==> src/rtl/soc_system_pcp_0_cpu_0_oci_dct_packer_if.sv <==
// Trace-atom input and DCT-frame output bundle of the OCI DCT packer.
// master = trace source plus frame consumer, slave = packer.
interface soc_system_pcp_0_cpu_0_oci_dct_packer_if #(
   parameter int ATOM_W = 2,
   parameter int DEPTH  = 15,
   parameter int CNT_W  = 4
);
   logic                      atom_valid;
   logic [ATOM_W-1:0]         atom_data;
   logic                      flush;
   logic                      test_ending;
   logic                      atom_ready;
   logic                      frame_valid;
   logic                      frame_ready;
   logic [ATOM_W*DEPTH-1:0]   frame_buffer;
   logic [CNT_W-1:0]          frame_count;

   modport master (
      output atom_valid, atom_data, flush, test_ending, frame_ready,
      input  atom_ready, frame_valid, frame_buffer, frame_count
   );

   modport slave (
      input  atom_valid, atom_data, flush, test_ending, frame_ready,
      output atom_ready, frame_valid, frame_buffer, frame_count
   );
endinterface

==> src/rtl/soc_system_pcp_0_cpu_0_oci_dct_packer.sv <==
// Packs 2-bit trace atoms into 15-atom DCT frames; a closed frame reaches the output one edge later.
// A full output slot parks the closed frame (atom_ready=0); atoms arriving then are dropped and counted.
module soc_system_pcp_0_cpu_0_oci_dct_packer #(
   parameter int ATOM_W = 2,
   parameter int DEPTH  = 15,
   parameter int CNT_W  = 4,
   parameter int DROP_W = 8
) (
   input  logic                          clk_i,
   input  logic                          reset_n_i,
   soc_system_pcp_0_cpu_0_oci_dct_packer_if.slave trc,
   output logic [ATOM_W*DEPTH-1:0]       dct_buffer_o,
   output logic [CNT_W-1:0]              dct_count_o,
   output logic [DROP_W-1:0]             drop_count_o,
   output logic                          test_has_ended_o
);
   localparam int FRAME_W = ATOM_W * DEPTH;

   localparam logic [0:0] ST_ACC  = 1'b0;
   localparam logic [0:0] ST_PEND = 1'b1;

   localparam logic [CNT_W-1:0]  FULL_CNT = CNT_W'(DEPTH);
   localparam logic [DROP_W-1:0] DROP_MAX = '1;

   logic [0:0]          state_q, state_d;
   logic [FRAME_W-1:0]  acc_buf_q, acc_buf_d;
   logic [CNT_W-1:0]    acc_cnt_q, acc_cnt_d;
   logic [FRAME_W-1:0]  frm_buf_q, frm_buf_d;
   logic [CNT_W-1:0]    frm_cnt_q, frm_cnt_d;
   logic                frm_vld_q, frm_vld_d;
   logic [DROP_W-1:0]   drop_q, drop_d;
   logic                end_armed_q, end_armed_d;
   logic                ended_q, ended_d;

   logic                atom_rdy;
   logic                slot_free;
   logic                accept;
   logic [FRAME_W-1:0]  post_buf;
   logic [CNT_W-1:0]    post_cnt;
   logic                close_req;
   logic                load;
   logic [FRAME_W-1:0]  load_buf;
   logic [CNT_W-1:0]    load_cnt;

   assign atom_rdy  = (state_q == ST_ACC);
   assign slot_free = !frm_vld_q || trc.frame_ready;
   assign accept    = trc.atom_valid && atom_rdy;

   // Accumulator as it stands after this cycle's atom, so a closing atom lands in its own frame.
   assign post_buf  = accept ? {acc_buf_q[FRAME_W-ATOM_W-1:0], trc.atom_data} : acc_buf_q;
   assign post_cnt  = acc_cnt_q + {{(CNT_W-1){1'b0}}, accept};
   assign close_req = (post_cnt == FULL_CNT) ||
                      ((trc.flush || trc.test_ending) && (post_cnt != '0));

   always_comb begin
      state_d   = state_q;
      acc_buf_d = acc_buf_q;
      acc_cnt_d = acc_cnt_q;
      load      = 1'b0;
      load_buf  = acc_buf_q;
      load_cnt  = acc_cnt_q;

      case (state_q)
         ST_ACC: begin
            acc_buf_d = post_buf;
            acc_cnt_d = post_cnt;
            if (close_req) begin
               if (slot_free) begin
                  load      = 1'b1;
                  load_buf  = post_buf;
                  load_cnt  = post_cnt;
                  acc_buf_d = '0;
                  acc_cnt_d = '0;
               end else begin
                  state_d = ST_PEND;
               end
            end
         end
         ST_PEND: begin
            if (slot_free) begin
               load      = 1'b1;
               acc_buf_d = '0;
               acc_cnt_d = '0;
               state_d   = ST_ACC;
            end
         end
         default: state_d = ST_ACC;
      endcase
   end

   always_comb begin
      frm_buf_d = frm_buf_q;
      frm_cnt_d = frm_cnt_q;
      frm_vld_d = frm_vld_q;
      if (load) begin
         frm_buf_d = load_buf;
         frm_cnt_d = load_cnt;
         frm_vld_d = 1'b1;
      end else if (trc.frame_ready) begin
         frm_vld_d = 1'b0;
      end
   end

   always_comb begin
      drop_d = drop_q;
      if (trc.atom_valid && !atom_rdy && (drop_q != DROP_MAX)) begin
         drop_d = drop_q + DROP_W'(1);
      end
   end

   // Finished only once nothing is left in the accumulator, parked, or unaccepted at the output.
   assign end_armed_d = end_armed_q || trc.test_ending;
   assign ended_d     = ended_q ||
                        (end_armed_q && (acc_cnt_q == '0) && (state_q == ST_ACC) && slot_free);

   always_ff @(posedge clk_i) begin
      if (!reset_n_i) begin
         state_q     <= ST_ACC;
         acc_buf_q   <= '0;
         acc_cnt_q   <= '0;
         frm_buf_q   <= '0;
         frm_cnt_q   <= '0;
         frm_vld_q   <= 1'b0;
         drop_q      <= '0;
         end_armed_q <= 1'b0;
         ended_q     <= 1'b0;
      end else begin
         state_q     <= state_d;
         acc_buf_q   <= acc_buf_d;
         acc_cnt_q   <= acc_cnt_d;
         frm_buf_q   <= frm_buf_d;
         frm_cnt_q   <= frm_cnt_d;
         frm_vld_q   <= frm_vld_d;
         drop_q      <= drop_d;
         end_armed_q <= end_armed_d;
         ended_q     <= ended_d;
      end
   end

   assign trc.atom_ready   = atom_rdy;
   assign trc.frame_valid  = frm_vld_q;
   assign trc.frame_buffer = frm_buf_q;
   assign trc.frame_count  = frm_cnt_q;

   assign dct_buffer_o     = acc_buf_q;
   assign dct_count_o      = acc_cnt_q;
   assign drop_count_o     = drop_q;
   assign test_has_ended_o = ended_q;
endmodule

==> src/flat_wrapper.sv <==
// flat-port wrapper written by rule: the top's interface ports become plain ports
module soc_system_pcp_0_cpu_0_oci_dct_packer_flat 
#(
   parameter int ATOM_W = 2,
   parameter int DEPTH  = 15,
   parameter int CNT_W  = 4,
   parameter int DROP_W = 8
)
  (clk_i, reset_n_i, dct_buffer_o, dct_count_o, drop_count_o, test_has_ended_o, trc_atom_valid, trc_atom_data, trc_flush, trc_test_ending, trc_frame_ready, trc_atom_ready, trc_frame_valid, trc_frame_buffer, trc_frame_count);
  soc_system_pcp_0_cpu_0_oci_dct_packer_if #(.ATOM_W(ATOM_W), .DEPTH(DEPTH), .CNT_W(CNT_W)) trc_i ();
  input  logic clk_i;
  input  logic reset_n_i;
  output logic [ATOM_W*DEPTH-1:0] dct_buffer_o;
  output logic [CNT_W-1:0] dct_count_o;
  output logic [DROP_W-1:0] drop_count_o;
  output logic test_has_ended_o;
  input wire logic [$bits(trc_i.atom_valid)-1:0] trc_atom_valid;
  input wire logic [$bits(trc_i.atom_data)-1:0] trc_atom_data;
  input wire logic [$bits(trc_i.flush)-1:0] trc_flush;
  input wire logic [$bits(trc_i.test_ending)-1:0] trc_test_ending;
  input wire logic [$bits(trc_i.frame_ready)-1:0] trc_frame_ready;
  output wire logic [$bits(trc_i.atom_ready)-1:0] trc_atom_ready;
  output wire logic [$bits(trc_i.frame_valid)-1:0] trc_frame_valid;
  output wire logic [$bits(trc_i.frame_buffer)-1:0] trc_frame_buffer;
  output wire logic [$bits(trc_i.frame_count)-1:0] trc_frame_count;
  assign trc_i.atom_valid = trc_atom_valid;
  assign trc_i.atom_data = trc_atom_data;
  assign trc_i.flush = trc_flush;
  assign trc_i.test_ending = trc_test_ending;
  assign trc_i.frame_ready = trc_frame_ready;
  assign trc_atom_ready = trc_i.atom_ready;
  assign trc_frame_valid = trc_i.frame_valid;
  assign trc_frame_buffer = trc_i.frame_buffer;
  assign trc_frame_count = trc_i.frame_count;
  soc_system_pcp_0_cpu_0_oci_dct_packer #(.ATOM_W(ATOM_W), .DEPTH(DEPTH), .CNT_W(CNT_W), .DROP_W(DROP_W)) u_core (.clk_i(clk_i), .reset_n_i(reset_n_i), .trc(trc_i), .dct_buffer_o(dct_buffer_o), .dct_count_o(dct_count_o), .drop_count_o(drop_count_o), .test_has_ended_o(test_has_ended_o));
endmodule
==> config.mk <==
export PLATFORM = sky130hd
export DESIGN_NAME = soc_system_pcp_0_cpu_0_oci_dct_packer_flat
export DESIGN_NICKNAME = d
export VERILOG_FILES = /design/src/rtl/soc_system_pcp_0_cpu_0_oci_dct_packer_if.sv /design/src/rtl/soc_system_pcp_0_cpu_0_oci_dct_packer.sv /design/src/flat_wrapper.sv
export SDC_FILE = /design/constraint.sdc
export NUM_CORES = 1
export LEC_CHECK = 0
export CAP_MARGIN = 20
export CORE_MARGIN = 2
export CORE_UTILIZATION = 55
export CTS_CLUSTER_SIZE = 20
export DETAILED_ROUTE_END_ITERATION = 10
export DONT_BUFFER_PORTS = 1
export GPL_ROUTABILITY_DRIVEN = 1
export PLACE_DENSITY = 0.75
export SLEW_MARGIN = 20
export SYNTH_ARGS = -nofsm -noshare
export SYNTH_HDL_FRONTEND = slang
export SYNTH_SLANG_ARGS = --single-unit
export TNS_END_PERCENT = 100
==> constraint.sdc <==
create_clock -name clk_i -period 4.25 [get_ports clk_i]
set_input_delay 0.6375 -clock clk_i [delete_from_list [all_inputs] [get_ports clk_i]]
set_output_delay 0.6375 -clock clk_i [all_outputs]
set_load 0.01 [all_outputs]
## After elaboration in Yosys (flattened, before gate mapping)

Index checks and enable logic that the tools add are counted.

| operators by class | value |
|---|---|
| add/subtract/negate cells | 2 |
| multiply operators | 0 |
| div/mod/pow operators | 0 |
| order comparisons | 0 |
| equal/unequal tests | 3 |
| shift operators | 0 |
| mux-type cells | 23 |
| bitwise gates (word level) | 1 |
| reductions and logical operators | 16 |

Operators by type and width:

| operator | count |
|---|---|
| $mux W30 | 7 |
| $pmux W30 S2 | 1 |
| $mux W4 | 6 |
| $add A8 B1 Y8 const B | 1 |
| $ne A8 B8 Y1 const B | 1 |
| $pmux W4 S2 | 1 |
| $logic_and A1 B1 Y1 | 7 |
| $mux W1 | 6 |
| $logic_or A1 B1 Y1 | 5 |
| $add A4 B1 Y4 | 1 |
| $eq A4 B4 Y1 const B | 1 |
| $logic_not A4 Y1 | 1 |
| $pmux W1 S2 | 2 |
| $reduce_bool A4 Y1 | 1 |
| $ne A2 B2 Y1 const B | 1 |
| $reduce_bool A2 Y1 | 1 |
| $logic_not A1 Y1 | 1 |
| $not A1 Y1 | 1 |

| word-level totals | value |
|---|---|
| register bits after elaboration | 80 |
| bits in latches | 0 |
| memory bits (writable) | 0 |
| memory bits (read-only) | 0 |
| input port bits | 8 |
| output and inout bits | 79 |
| word-level logic and storage cells | 54 |
| memories | 0 |

## Depth between registers and ports, before layout

Gate-level depths: netlist of run 1.

| depth | value |
|---|---|
| word-level depth | 9 |
| depth in mapped cells | 14 |
| depth with buffers taken out | 9 |

## Worst setup path before layout of run 1

Ideal clock, no wire load.

| timing | value |
|---|---|
| kind | input -> register |
| from | input port trc_atom_valid |
| to | register u_core.frm_buf_q[22], in the netlist u_core.trc.frame_buffer[22] |
| library setup time | 0.117 ns |
| arrival | 2.984 ns |
| slack | 1.148 ns |
| stages on the path | 12 |
| buffers on the path | 3 |
| cells stage by stage | nand2b_1 -> buf_2 -> buf_2 -> inv_1 -> ha_1 -> ha_1 -> xor2_1 -> a311o_2 -> a21boi_4 -> buf_6 -> or3_1 -> a32o_1 |

| between the ends | value |
|---|---|
| cells in the longest elaborated chain, start to end | 7 |

RTL lines:

| item | line | RTL |
|---|---|---|
| from (decl) | flat_wrapper.sv:17 | `input wire logic [$bits(trc_i.atom_valid)-1:0] trc_atom_valid;` |
| $logic_and A1 B1 Y1 (*) | soc_system_pcp_0_cpu_0_oci_dct_packer.sv:47 | `assign accept = trc.atom_valid && atom_rdy;` |
| $add A4 B1 Y4 | soc_system_pcp_0_cpu_0_oci_dct_packer.sv:51 | `assign post_cnt = acc_cnt_q + {{(CNT_W-1){1'b0}}, accept};` |
| $reduce_bool A4 Y1 | soc_system_pcp_0_cpu_0_oci_dct_packer.sv:53 | `((trc.flush \|\| trc.test_ending) && (post_cnt != '0));` |
| $logic_and A1 B1 Y1 | soc_system_pcp_0_cpu_0_oci_dct_packer.sv:53 |  |
| $logic_or A1 B1 Y1 | soc_system_pcp_0_cpu_0_oci_dct_packer.sv:52 | `assign close_req = (post_cnt == FULL_CNT) \|\|` |
| $mux W1 / $mux W30 (equally long branches) | soc_system_pcp_0_cpu_0_oci_dct_packer.sv:67 | `if (close_req) begin` |
| $pmux W1 S2 / $mux W30 (equally long branches) | soc_system_pcp_0_cpu_0_oci_dct_packer.sv:63 | `case (state_q)` |
| to (signal assigned) | soc_system_pcp_0_cpu_0_oci_dct_packer.sv:131 | `frm_buf_q <= frm_buf_d;` |
| to (decl) | soc_system_pcp_0_cpu_0_oci_dct_packer.sv:28 | `logic [FRAME_W-1:0] frm_buf_q, frm_buf_d;` |

Mark *: on every way between the ends. The rest lies on a longest branch, timed or not.
A chain may end at the register's enable or synchronous reset.

## Worst setup path after layout of run 1

| timing | value |
|---|---|
| from | register u_core.state_q |
| to | register u_core.frm_cnt_q[3], in the netlist u_core.trc.frame_count[3] |

| between the ends | value |
|---|---|
| cells in the longest elaborated chain, start to end | 8 |

RTL lines:

| item | line | RTL |
|---|---|---|
| from (decl) | soc_system_pcp_0_cpu_0_oci_dct_packer.sv:25 | `logic [0:0] state_q, state_d;` |
| from (signal assigned) | soc_system_pcp_0_cpu_0_oci_dct_packer.sv:128 | `state_q <= state_d;` |
| $not A1 Y1 | soc_system_pcp_0_cpu_0_oci_dct_packer.sv:45, soc_system_pcp_0_cpu_0_oci_dct_packer.sv:63 |  |
| $logic_and A1 B1 Y1 | soc_system_pcp_0_cpu_0_oci_dct_packer.sv:47 |  |
| $add A4 B1 Y4 | soc_system_pcp_0_cpu_0_oci_dct_packer.sv:51 |  |
| $reduce_bool A4 Y1 | soc_system_pcp_0_cpu_0_oci_dct_packer.sv:53 |  |
| $logic_and A1 B1 Y1 | soc_system_pcp_0_cpu_0_oci_dct_packer.sv:53 |  |
| $logic_or A1 B1 Y1 | soc_system_pcp_0_cpu_0_oci_dct_packer.sv:52 |  |
| $mux W1 / $mux W4 (equally long branches) | soc_system_pcp_0_cpu_0_oci_dct_packer.sv:67 |  |
| $pmux W1 S2 / $mux W4 (equally long branches) | soc_system_pcp_0_cpu_0_oci_dct_packer.sv:63 |  |
| to (signal assigned) | soc_system_pcp_0_cpu_0_oci_dct_packer.sv:132 | `frm_cnt_q <= frm_cnt_d;` |
| to (decl) | soc_system_pcp_0_cpu_0_oci_dct_packer.sv:29 | `logic [CNT_W-1:0] frm_cnt_q, frm_cnt_d;` |

Several ways; a longest one is shown, not always the timed one.

==> results list, run 1 <==
- The flow ran to the end, and the final reports show no timing, DRC or antenna violations.
- Counting instances, the worst hold path has a depth of 1.
- Power per standard cell area: 423 nW/um^2
- Clock skew: 0.00601 ns
- Of the synthesized area, sequential elements account for 0.400.
- After detailed placement, the total cell area comes to 4040 um^2.
- Summed over all nets, wire length on met3 after detailed routing comes to 720 um.
- Maximum clock path buffer count: 2
- After detailed routing, the average wire length per cell comes to 18.2 um.
* Total number of H-tree levels: 3
- Endpoint class of the critical path: flop
- A synthesized cell averages 9.18 um^2.
- Clock Latency Late Sink: 0.35 ns
* Remaining max-slew budget at the tightest pin: 0.330
- Wires add up to 9430 um.
* Setup TNS: 0 ns
* Quantity of hold-fixing buffers added after cts: 0
- Reg-to-Reg Start: u_core.state_q$_SDFF_PN0_
* Arrival time of data at the critical path endpoint: 3.28 ns
- For the worst setup path, the data required time is 4.54 ns.
- Leak: 1.74 nW
* Dpl hpwl: 6020 um
- Fraction of the cycle the final worst path needs: 0.703
- Largest net degree at the start of global routing: 55
- Rows: 31
- The final hold violation count is 0.
- Effective utilization at floorplan: 0.561
* Share of synthesized flip-flops with an asynchronous set or reset: 0
- TritonCTS built the clock tree.
* Final RePlAce weighted congestion: 0.771
* Width of the die: 89.3 um
- Relative to the synthesized area, the layout overhead comes to 6.22%.
- The tree is rooted in a sky130_fd_sc_hd__clkbuf_8.
- The worst hold path begins at reset_n_i.
- TritonCTS created 9 clock buffers.
- The tree built by TritonCTS fans out to 80 sinks.
- Derived from the worst setup path, the maximum achievable clock frequency is 335 MHz.
- The worst-case IR drop observed on VDD is 231 uV.
- Count of final setup violators: 0
* Antenna Cells: 0
- The number of pins with negative max-slew slack in the final report is 0.
- Worst Hold Endpoint: u_core.end_armed_q$_SDFF_PN0_
* Count of flip-flops with a built-in enable after synthesis: 0
- Cell area after technology mapping: 4000 um^2
* Number of cells produced by synthesis: 436
* Uppermost metal layer occupied by signal nets: met4
- Die outline height: 89.3 um
- Once layout is done, the placed cells without fillers occupy 4250 um^2.
* Total number of vias: 3263
- Vias in the first global route: 2903
- Setup repair after global routing missed its margin: false
- Top Ports: 87
* Type of the most critical hold path: in -> reg
* Post-layout instance count excluding filler cells: 519
- After global routing the overflow that remains totals 0.
* Number of maximum-capacitance violations: 0
- Share of cells above drive strength 1: 0.131
- In this run the worst path has a maximum fanout of 18.
* Top_reg_cell synth: sky130_fd_sc_hd__dfxtp_1
- Met1 wire length: 4190 um
- Worst R2R Setup Slack: 1.26 ns
- In the routed design, unresolved DRC markers number 0.
* Net count after synthesis: 447
* Setup bufs post-CTS: 0
- Post-DRT Antenna Nets: 0
- Full die area: 7980 um^2
- STA classifies the critical path startpoint as a flop.
* Time the final worst path needs with I/O delays and setup: 2.99 ns
- After synthesis the netlist holds a flip-flop and latch count of 80.
- DR iter-0 viols: 186
* Core Area: 7140 um^2
- Depth of the worst register-to-register path: 10
* Number of placed instances, taps included: 504
- At the pin with the least slew margin, the transition time is 1.00 ns.
- Clock-pin slew of the registers on the worst-case setup and hold paths: 0.08 ns
* Number of antenna violations at the first check in global routing: 0
* Final-stage net count: 427
- In the global route stage, overall resource usage came out at 0.237.
- Port Buffer Count: 0
- In this run the critical register-to-register path is captured at u_core.trc.frame_count[3]$_SDFFE_PN0P_.
* Mean number of vias per cell: 6.29
- The first detailed-routing pass ran for 4 iterations.
- Category of the most critical setup path: reg -> reg
* Met2 layer wire length in the routed design: 4330 um
- Post-cts repair resize count: 0
- During synthesis, Yosys emitted a total of 0 warnings.
- Counting distinct cell types in the post-synthesis netlist gives 41.
* Global-route wire length before repair: 14700 um
## final cells by class
class / instances / area (um^2)
clock buffer: 12 / 165
clock inverter: 3 / 40.0
fill: 661 / 2880
inverter: 5 / 18.8
multi-input combinational: 310 / 2230
sequential: 80 / 1600
tap: 99 / 124
timing repair buffer: 10 / 75.1
## flip-flops by register name, indices dropped and copies added (netlist names)
name / flops
u_core.drop_count_o: 8
u_core.test_has_ended_o: 1
u_core.trc.frame_count: 4
u_core.dct_buffer_o: 30
u_core.trc.frame_buffer: 30
u_core.end_armed_q: 1
u_core.dct_count_o: 4
u_core.trc.frame_valid: 1
u_core.state_q: 1
## report_power, final
group          internal, mW  total [mW]  switching [mW]  leakage [nW]
logic                 0.155       0.362           0.207         0.984
registers             0.798       0.858          0.0596         0.648
clock network         0.315       0.578           0.263         0.108
## worst max-delay path: stages (launching register included)
cell and delay [ns]:
sky130_fd_sc_hd__dfxtp_1 0.33, sky130_fd_sc_hd__nand2b_2 0.12, sky130_fd_sc_hd__inv_1 0.04, sky130_fd_sc_hd__ha_1 0.20, sky130_fd_sc_hd__ha_1 0.21, sky130_fd_sc_hd__xor2_1 0.18
sky130_fd_sc_hd__a311oi_1 0.53, sky130_fd_sc_hd__o211a_1 0.28, sky130_fd_sc_hd__o21a_1 0.52, sky130_fd_sc_hd__buf_4 0.36, sky130_fd_sc_hd__a22o_1 0.17
## logic make-up (layout without fill, tap and decap cells)
kind of cell               Yosys count  count (layout)  share of synthesized area
AOI/OAI and AO/OA                  150             150                      0.293
xor gates and xnor gates            10              10                     0.0238
adders and majority gates            3               3                    0.00938
buffers and inverters               46              30                     0.0519
DFF                                 80              80                      0.400
muxes                               31              31                     0.0838
and+or+nand+nor                    116             116                      0.138
## per-layer routing
metal | vias up | GRT usage
li1 | 1578 | -
met1 | 1567 | 0.306
met2 | 104 | 0.369
met3 | 14 | 0.0757
met4 | 0 | 0.0936
met5 | - | 0
## cell usage in the layout, fill, tap and decap left out, types with 2 or more instances in the layout
cell / instances
sky130_fd_sc_hd__nand2_1: 44
sky130_fd_sc_hd__o211a_1: 2
sky130_fd_sc_hd__nor3_1: 4
sky130_fd_sc_hd__xor2_1: 6
sky130_fd_sc_hd__nor2_1: 11
sky130_fd_sc_hd__nand3_1: 18
sky130_fd_sc_hd__clkinv_2: 2
sky130_fd_sc_hd__a221oi_1: 2
sky130_fd_sc_hd__inv_1: 4
sky130_fd_sc_hd__a32o_1: 30
sky130_fd_sc_hd__or3_1: 23
sky130_fd_sc_hd__nor2_4: 2
sky130_fd_sc_hd__o21a_1: 2
sky130_fd_sc_hd__mux2i_1: 11
sky130_fd_sc_hd__o211ai_1: 21
sky130_fd_sc_hd__buf_4: 10
sky130_fd_sc_hd__dfxtp_1: 80
sky130_fd_sc_hd__mux2_2: 20
sky130_fd_sc_hd__and2_1: 7
sky130_fd_sc_hd__a21o_1: 30
sky130_fd_sc_hd__xnor2_1: 3
sky130_fd_sc_hd__a21boi_1: 13
sky130_fd_sc_hd__a21boi_0: 20
sky130_fd_sc_hd__o21ai_0: 22
sky130_fd_sc_hd__clkbuf_8: 12
sky130_fd_sc_hd__ha_1: 3
## per-stage QoR
step | power (mW) | hold slack, ns | worst slack [ns] | utilization
2_1_floorplan | 1.17 | 0.427 | 1.15 | -
3_3_place_gp | 1.23 | 0.437 | 1.09 | 0.566
3_5_place_dp | 1.24 | 0.447 | 1.00 | 0.566
4_1_cts | 1.81 | 0.392 | 1.27 | 0.595
5_1_grt | 1.88 | 0.392 | 1.08 | 0.596
6_report | 1.80 | 0.407 | 1.26 | 0.596
## synth_stat cells (3+ instances only)
cell,count,area share
sky130_fd_sc_hd__a21boi_0,20,0.037
sky130_fd_sc_hd__a21boi_1,13,0.024
sky130_fd_sc_hd__a21o_1,30,0.056
sky130_fd_sc_hd__a32o_1,30,0.075
sky130_fd_sc_hd__and2_1,7,0.011
sky130_fd_sc_hd__buf_2,10,0.013
sky130_fd_sc_hd__clkbuf_1,25,0.023
sky130_fd_sc_hd__dfxtp_1,80,0.40
sky130_fd_sc_hd__ha_1,3,0.0094
sky130_fd_sc_hd__inv_1,4,0.0037
sky130_fd_sc_hd__mux2_2,20,0.056
sky130_fd_sc_hd__mux2i_1,11,0.028
sky130_fd_sc_hd__nand2_1,44,0.041
sky130_fd_sc_hd__nand3_1,18,0.023
sky130_fd_sc_hd__nor2_1,14,0.013
sky130_fd_sc_hd__nor3_1,4,0.0050
sky130_fd_sc_hd__o211ai_1,21,0.039
sky130_fd_sc_hd__o21ai_0,22,0.028
sky130_fd_sc_hd__or3_1,23,0.036
sky130_fd_sc_hd__xnor2_1,3,0.0066
sky130_fd_sc_hd__xor2_1,6,0.013
## how the worst max path moves through the flow
stage                              startpoint                                  endpoint  slack [ns]  depth (start not counted)
floorplan                      trc_atom_valid  u_core.trc.frame_buffer[22]$_SDFFE_PN0P_        1.15                         12
global placement               trc_atom_valid    u_core.trc.frame_count[3]$_SDFFE_PN0P_        1.09                         10
detailed placement             trc_atom_valid    u_core.trc.frame_count[3]$_SDFFE_PN0P_        1.00                         10
CTS                 u_core.state_q$_SDFF_PN0_    u_core.trc.frame_count[3]$_SDFFE_PN0P_        1.27                         10
global route        u_core.state_q$_SDFF_PN0_        u_core.dct_count_o[3]$_SDFFE_PN0P_        1.08                          9
finish              u_core.state_q$_SDFF_PN0_    u_core.trc.frame_count[3]$_SDFFE_PN0P_        1.26                         10
Note: power is estimated with default switching activity, not from simulation.
==> run 2: changes to the inputs <==
ABC_AREA = 1   (was default)
clock period = 2.95 ns   (was 4.25 ns; I/O delays follow)
==> run 2 against run 1 <==
  * Synthesized cell count grew 59%
  * Via count grew 30%
  * Wire length grew 18%
  * Core utilization shrank 0.60 points
  * Power grew 48%
  * Worst hold slack lost 0.19 ns
  * Non-clock buffer count shrank 3
  * Final cell count grew 49%
  * Register-to-register slack lost 0.77 ns
  * Critical path depth grew 3
  * Critical path type unchanged
  * Largest cell class unchanged
==> results list, run 2 <==
- Bufs and invs on worst path: 1
* Share of synthesized flip-flops with an asynchronous set or reset: 0
- Yosys printed 0 warnings.
- Dominant cell by count in the synthesized netlist: sky130_fd_sc_hd__nand2_1
- Vias in the first global route: 3942
- Top_reg_cell synth: sky130_fd_sc_hd__dfxtp_1
- Clock sink count: 80
- Net switching power of the design: 0.849 mW
- Num CTS Buffers: 9
* Data required time at the worst endpoint: 3.22 ns
* Count of flip-flops with a built-in enable after synthesis: 0
* Cell family with the largest share of critical-path delay: simple AND/OR/NAND/NOR gates
- Mean number of vias per cell: 5.49
- The final layout contains routed wiring with a total length of 11100 um.
- Met2 layer wire length in the routed design: 5290 um
* Combinational Power Share: 0.189
- The slowest stage of the critical path is the sky130_fd_sc_hd__nand2_2 cell.
* Rows: 32
- The number of nets handed over by synthesis was 703.
- Across the routed clock network, the largest skew measured is 0.0142 ns.
- IR Drop Worst-Case VDD: 322 uV
- Share of cells above drive strength 1: 0.0715
- Result of the run: complete, no violations
* Worst setup SP type: flop
- Before CTS, the worst setup slack after placement is 0.441 ns.
* Top Ports: 87
* Area share of the largest cell type after synthesis: 0.360
* Crit path depth: 13
- After routing, the total negative slack on setup checks comes to 0 ns.
* Pint: 1.81 mW
* Post-layout instance count excluding filler cells: 773
- Final RePlAce weighted congestion: 0.864
- Of all nets on the critical path, the largest fanout is 30.
- Final-stage net count: 677
- Number of antenna violations at the first check in global routing: 0
- Post-synthesis average cell area: 6.44 um^2
- Seq pwr share: 0.448
- At the end of the flow the core is filled with cells to 0.590.
- Total number of vias: 4243
- Count of final setup violators: 0
- Post-cts repair resize count: 0
- Setup slack closes at 0.487 ns.
- In this run the tool buffered the top-level ports with 0 buffer cells.
* Count of unique library cells instantiated by Yosys: 30
* Total number of H-tree levels: 3
* Most repeated library cell on the critical path: sky130_fd_sc_hd__nand2_1
* Remaining max-slew budget at the tightest pin: 0.417
* Cell area after technology mapping: 4450 um^2
- Synthesized flop and latch total: 80
- Leak: 1.75 nW
* Max-slew violation total from the final report: 0
- Quantity of hold-fixing buffers added after cts: 0
* Biggest area consumer among synthesized cells: sky130_fd_sc_hd__dfxtp_1
* Uppermost metal layer occupied by signal nets: met4
- Remaining global-route overflow: 0
- Type of the most critical hold path: in -> reg
- By area the synthesized netlist is led by sky130_fd_sc_hd__dfxtp_1 (36%), sky130_fd_sc_hd__nand2_1 (24%), sky130_fd_sc_hd__a21oi_1 (8.2%), sky130_fd_sc_hd__inv_1 (5.0%), sky130_fd_sc_hd__nand3_1 (4.4%).
- Once detail routing completed, the nets flagged for antenna violations numbered 0.
- In this run the horizontal extent of the chip is 94.0 um.
- Number of cells produced by synthesis: 692
- The signal on the critical path passes through nor2_1 > ha_1 > ha_1 > inv_1 > nand2_1 > nand3_2 > nand2_2 > nand2_2 > nand2_2 > nand2_1 > nand2_1 > nand2_1 > a21oi_1.
- Clock-pin slew of the registers on the worst-case setup and hold paths: 0.08 ns
* Die outline height: 94.0 um
- Routed wirelength normalized by instance count: 14.4 um
- Core Area: 7770 um^2
- The share of total power dissipated in the clock network is 0.363.
- Power per standard cell area: 581 nW/um^2
- Antenna Cells: 0
* WL met3: 853 um
* DR DRC count: 0
- The worst setup path is of the reg -> reg kind.
* Endpoint class of the critical path: flop
- The clock period could shrink to 2.46 ns.
* Hold Violations, Final: 0
* DR iter-0 viols: 269
- For the pin with the worst max-slew slack, the measured transition is 0.873 ns.
- The clock passes through at most 2 buffers.
* List of most frequent post-synthesis cells: sky130_fd_sc_hd__nand2_1 (281), sky130_fd_sc_hd__dfxtp_1 (80), sky130_fd_sc_hd__a21oi_1 (73)
- DR pass1 iterations: 5
- Of the synthesized area, sequential elements account for 0.360.
- Clk root buf: sky130_fd_sc_hd__clkbuf_8
- Number of placed instances, taps included: 757
* Depth of the worst register-to-register path: 13
- The first global-routing pass estimated 18200 um of wire.
* Effective utilization at floorplan: 0.573
* Arrival time of data at the critical path endpoint: 2.73 ns
- The wire-length estimate of the detail-placed layout is 6940 um.
- Most common library cell in the layout ignoring fill and taps: sky130_fd_sc_hd__nand2_1
* Setup repair after global routing missed its margin: false
- Met1 wire length: 4800 um
* Top library cells by usage in the layout, fill and taps aside: sky130_fd_sc_hd__nand2_1 (281), sky130_fd_sc_hd__dfxtp_1 (80), sky130_fd_sc_hd__a21oi_1 (73), sky130_fd_sc_hd__inv_1 (59), sky130_fd_sc_hd__nand3_1 (39)
- In the global route stage, overall resource usage came out at 0.255.
- Entering global routing, the biggest net connects 51 pins.
- In this design, the stage delay of the slowest critical-path cell is 0.47 ns.
- Hold slack final: 0.214 ns
- Relative area change from synthesis to final layout: 2.87%
- The later pin in the worst-skew pair is clocked with a latency of 0.35 ns.
- Full die area: 8830 um^2
* Hold Path Depth: 2
- Top achievable clock speed: 406 MHz
* Setup bufs post-CTS: 0
- TritonCTS clock tree: yes
- Of the total power, the share spent switching nets is 0.319.
- Number of maximum-capacitance violations: 0
* Fraction of the cycle the final worst path needs: 0.835
[run 2: cell types whose count changed in the layout (fill, tap and decap cells not counted), moves of 23 or more]
cell                      before  now
sky130_fd_sc_hd__a32o_1       30    0
sky130_fd_sc_hd__a21oi_1       1   73
sky130_fd_sc_hd__nand2_1      44  281
sky130_fd_sc_hd__a21o_1       30    0
sky130_fd_sc_hd__inv_1         4   59
sky130_fd_sc_hd__or3_1        23    0
sky130_fd_sc_hd__o21ai_1       0   29
[run 2: per-layer routing]
layer | track usage | up-vias
li1 | - | 2164
met1 | 0.314 | 1929
met2 | 0.430 | 137
met3 | 0.0674 | 13
met4 | 0.0918 | 0
met5 | 0 | -
[run 2: final timing paths]
check	from	end	slack, ns
max reg2reg	u_core.state_q$_SDFF_PN0_	u_core.trc.frame_buffer[15]$_SDFFE_PN0P_	0.49
max	u_core.state_q$_SDFF_PN0_	u_core.trc.frame_buffer[15]$_SDFFE_PN0P_	0.49
min	reset_n_i	u_core.drop_count_o[4]$_SDFFE_PN0P_	0.21
min reg2reg	u_core.end_armed_q$_SDFF_PN0_	u_core.end_armed_q$_SDFF_PN0_	0.48
[run 2: layout make-up]
type | count | area [um^2]
Clock buffer | 10 | 128
Clock inverter | 6 | 108
Tap cell | 102 | 128
Fill cell | 764 | 3190
Inverter | 64 | 248
Sequential cell | 80 | 1600
Timing Repair Buffer | 7 | 65.1
Multi-Input combinational cell | 504 | 2300
[run 2: logic make-up after synthesis]
| logic type | after synthesis | synth area share |
|---|---|---|
| AND/OR/NAND/NOR | 370 | 0.358 |
| flip-flops | 80 | 0.360 |
| adder cells (fa/ha/maj) | 3 | 0.00843 |
| XOR/XNOR | 1 | 0.00197 |
| buffers and inverters | 108 | 0.123 |
| AO/OA/AOI/OAI | 130 | 0.149 |
[run 2: power by group through the flow]
| stage | registers [mW] | logic (mW) | clock network, mW |
|---|---|---|---|
| finish | 1.19 | 0.503 | 0.966 |
| global route | 1.20 | 0.563 | 1.02 |
| CTS | 1.19 | 0.505 | 0.979 |
| detailed placement | 1.22 | 0.503 | 0 |
| global placement | 1.22 | 0.494 | 0 |
| floorplan | 1.20 | 0.478 | 0 |
[run 2: metrics by stage]
| stage | area, um^2 | total power, mW |
|---|---|---|
| final | 4580 | 2.66 |
| after global routing | 4580 | 2.78 |
| after CTS | 4580 | 2.68 |
| after detailed placement | 4350 | 1.72 |
| after global placement | 4350 | 1.71 |
| after floorplan | 4450 | 1.68 |
==> run 3: changes to the inputs <==
PLACE_DENSITY = 0.78   (was 0.75)
clock period = 2.1 ns   (was 2.95 ns; I/O delays follow)
==> run 3 against run 2 <==
  * Global-route usage is 0.38 points higher
  * First-iteration DRC count is 1.9% higher
  * Clock power is 29% higher
  * Clock skew down 0.0082 ns
  * Via count increased by 2.4%
  * Wire length rose by 1.8%
  * Combinational power grew 78%
  * Sequential share of layout area is 1.9 points lower
  * Critical endpoint is now u_core.trc.frame_buffer[27]$_SDFFE_PN0P_
  * Largest power group unchanged
  * Highest routed layer unchanged
==> results list, run 3 (synthesis gave the netlist of run 2 again) <==
- Area after DPL: 4560 um^2
- The finished layout holds 789 standard cells, fillers aside.
- In this run the remaining antenna-violating nets after routing total 0.
- Power spread over the standard cell area amounts to 789 nW/um^2.
* Total Power: 3.82 mW
- Of the total power, the clock network draws 0.328.
* Port Buffer Count: 0
- For this design the static power due to leakage is 1.87 nW.
- Num CTS Buffers: 9
* Fraction of the cycle the final worst path needs: 0.957
* Global-route wire length before repair: 18300 um
* Rows: 32
* Capturing point of the worst reg2reg path: u_core.trc.frame_buffer[27]$_SDFFE_PN0P_
- Fill cells: 737
* Remaining global-route overflow: 0
* Effective utilization at floorplan: 0.573
- GRT Overall Usage: 0.259
* Pint: 2.60 mW
- Category of the most critical setup path: reg -> reg
- Count of final setup violators: 0
* Width of the die: 94.0 um
- For the pin with the worst max-slew slack, the measured transition is 0.405 ns.
- After detailed placement, the design holds a cell count of 773.
- Remaining max-slew budget at the tightest pin: 0.730
- The area growth from synthesis to layout is 8.68%.
* Antenna Cells: 0
- IR Drop Worst-Case VDD: 477 uV
- Across the run, the number of max-cap violations was 0.
* Depth of the worst register-to-register path: 13
- TritonCTS built the clock tree.
- The number of antenna violations at the first check in global routing came to 0.
* Dpl hpwl: 7550 um
- Hold Violations, Final: 0
- Launching element of the worst setup path: u_core.state_q$_SDFF_PN0_
- The clock passes through at most 2 buffers.
- The tightest min-delay check is of the in -> reg type.
* Utilization of the core after routing: 0.623
- Of the total power, the share spent switching nets is 0.320.
- The library cell used most frequently in the layout, excluding fill and tap cells, is sky130_fd_sc_hd__nand2_1.
- The final layout contains routed wiring with a total length of 11300 um.
- Data on the critical path arrives at its endpoint at 2.28 ns.
- 87 I/O pins were placed.
* Time the final worst path needs with I/O delays and setup: 2.01 ns
- The run finished with clean final reports.
- Net switching power of the design: 1.22 mW
- Clock-pin slew of the registers on the worst-case setup and hold paths: 0.08 ns
* Full die area: 8830 um^2
* Vias in the first global route: 4081
- CTS placed an instance of sky130_fd_sc_hd__clkbuf_8 at the clock tree root.
* DR DRC count: 0
- Final-stage net count: 693
- Core Area: 7770 um^2
- The worst setup path is captured at a flop.
- Reg-to-Reg Start: u_core.state_q$_SDFF_PN0_
- The share of total power dissipated in combinational logic is 0.235.
- Final RePlAce weighted congestion: 0.866
- Worst R2R Setup Slack: 0.09 ns
- Of the total power, registers draw 0.437.
* DR iter-0 viols: 274
- Share of cells above drive strength 1: 0.0946
- STA classifies the critical path startpoint as a flop.
- The clock net in this run drives a total of 80 sinks.
- Destination of the critical timing path: u_core.trc.frame_buffer[27]$_SDFFE_PN0P_
* Data required time at the worst endpoint: 2.37 ns
- The H-tree generated during clock tree synthesis spans 3 levels.
- Setup TNS: 0 ns
- Of all nets on the critical path, the largest fanout is 16.
- After detailed routing, the average wire length per cell comes to 14.3 um.
- Top achievable clock speed: 497 MHz
* Setup bufs post-CTS: 0
- Clock Latency Late Sink: 0.35 ns
- The first detailed-routing pass ran for 5 iterations.
- The floorplan step set the die height to 94.0 um.
- Largest net degree at the start of global routing: 57
- Clock skew: 0.00597 ns
- Max-slew violation total from the final report: 0
- Final cell area excluding filler cells: 4840 um^2
- Leaving out fill and tap cells, the most frequent cells in the layout are sky130_fd_sc_hd__nand2_1 (281), sky130_fd_sc_hd__dfxtp_1 (80), sky130_fd_sc_hd__a21oi_1 (72), sky130_fd_sc_hd__inv_1 (59), sky130_fd_sc_hd__nand3_1 (39).
- Total number of vias: 4345
- Dividing the detail-routed via count by the number of cells gives 5.51.
[run 3: cell count changes in the layout (fill, tap and decap cells not counted), moves of 2 or more]
cell                       before  now
sky130_fd_sc_hd__nand2_2        7    5
sky130_fd_sc_hd__buf_6          0    5
sky130_fd_sc_hd__buf_4          6   10
sky130_fd_sc_hd__buf_12         1    8
sky130_fd_sc_hd__clkbuf_1       1    3
sky130_fd_sc_hd__nand2_8        1    3
[run 3: how the worst min path moves through the flow]
stage                                       start                                   to  slack (ns)  cells past startpoint
floorplan           u_core.end_armed_q$_SDFF_PN0_        u_core.end_armed_q$_SDFF_PN0_        0.43                      2
global placement                        reset_n_i  u_core.drop_count_o[2]$_SDFFE_PN0P_        0.44                      2
detailed placement                      reset_n_i  u_core.drop_count_o[2]$_SDFFE_PN0P_        0.45                      2
CTS                                     reset_n_i  u_core.drop_count_o[2]$_SDFFE_PN0P_        0.07                      2
global route                            reset_n_i  u_core.drop_count_o[2]$_SDFFE_PN0P_        0.06                      2
finish                                  reset_n_i  u_core.drop_count_o[2]$_SDFFE_PN0P_        0.09                      2
[run 3: area by class of cell]
type / instances / area [um^2] / area share
Timing Repair Buffer: 23 / 292 / 0.0602
Inverter: 64 / 255 / 0.0527
Multi-Input combinational cell: 504 / 2350 / 0.486
Tap cell: 102 / 128 / 0.0264
Clock buffer: 13 / 149 / 0.0308
Sequential cell: 80 / 1600 / 0.331
Clock inverter: 3 / 65.1 / 0.0134
[run 3: metal layers]
layer | share of wire | GRT usage | up-vias
li1 | - | - | 2192
met1 | 0.43 | 0.319 | 1978
met2 | 0.47 | 0.430 | 160
met3 | 0.086 | 0.0554 | 15
met4 | 0.015 | 0.123 | 0
met5 | 0 | 0 | -
[run 3: repair_timing]
| action | in CTS | in global routing |
|---|---|---|
| endpoints found under the hold margin | 0 | 0 |
| resized for setup | 0 | 13 |
| setup endpoints to repair | 0 | 53 |
| hold buffers | 0 | 0 |
[run 3: power by group through the flow]
| stage | clock network (mW) | registers (mW) | logic, mW |
|---|---|---|---|
| after floorplan | 0 | 1.69 | 0.675 |
| after global placement | 0 | 1.70 | 0.822 |
| after detailed placement | 0 | 1.70 | 0.843 |
| after CTS | 1.27 | 1.67 | 0.846 |
| after global routing | 1.34 | 1.68 | 0.976 |
| final | 1.25 | 1.67 | 0.897 |
[run 3: worst max-delay path: stages (launching register included)]
cell	delay (ns)
sky130_fd_sc_hd__dfxtp_1	0.33
sky130_fd_sc_hd__nor2_2	0.14
sky130_fd_sc_hd__ha_1	0.22
sky130_fd_sc_hd__ha_4	0.22
sky130_fd_sc_hd__nor2_1	0.12
sky130_fd_sc_hd__nand3_2	0.11
sky130_fd_sc_hd__nand2_4	0.12
sky130_fd_sc_hd__nand2_2	0.09
sky130_fd_sc_hd__nand2_4	0.09
sky130_fd_sc_hd__buf_12	0.15
sky130_fd_sc_hd__nand2_1	0.05
sky130_fd_sc_hd__nand2_1	0.07
sky130_fd_sc_hd__nand2_1	0.05
sky130_fd_sc_hd__a21oi_1	0.15
[run 3: per-stage QoR]
| step | setup WS (ns) | hold slack [ns] |
|---|---|---|
| after floorplan | 0.0150 | 0.434 |
| after CTS | 0.0453 | 0.0695 |
| after detailed placement | 0.0383 | 0.445 |
| final | 0.0896 | 0.0851 |
| after global placement | 0.129 | 0.439 |
| after global routing | -0.0819 | 0.0646 |
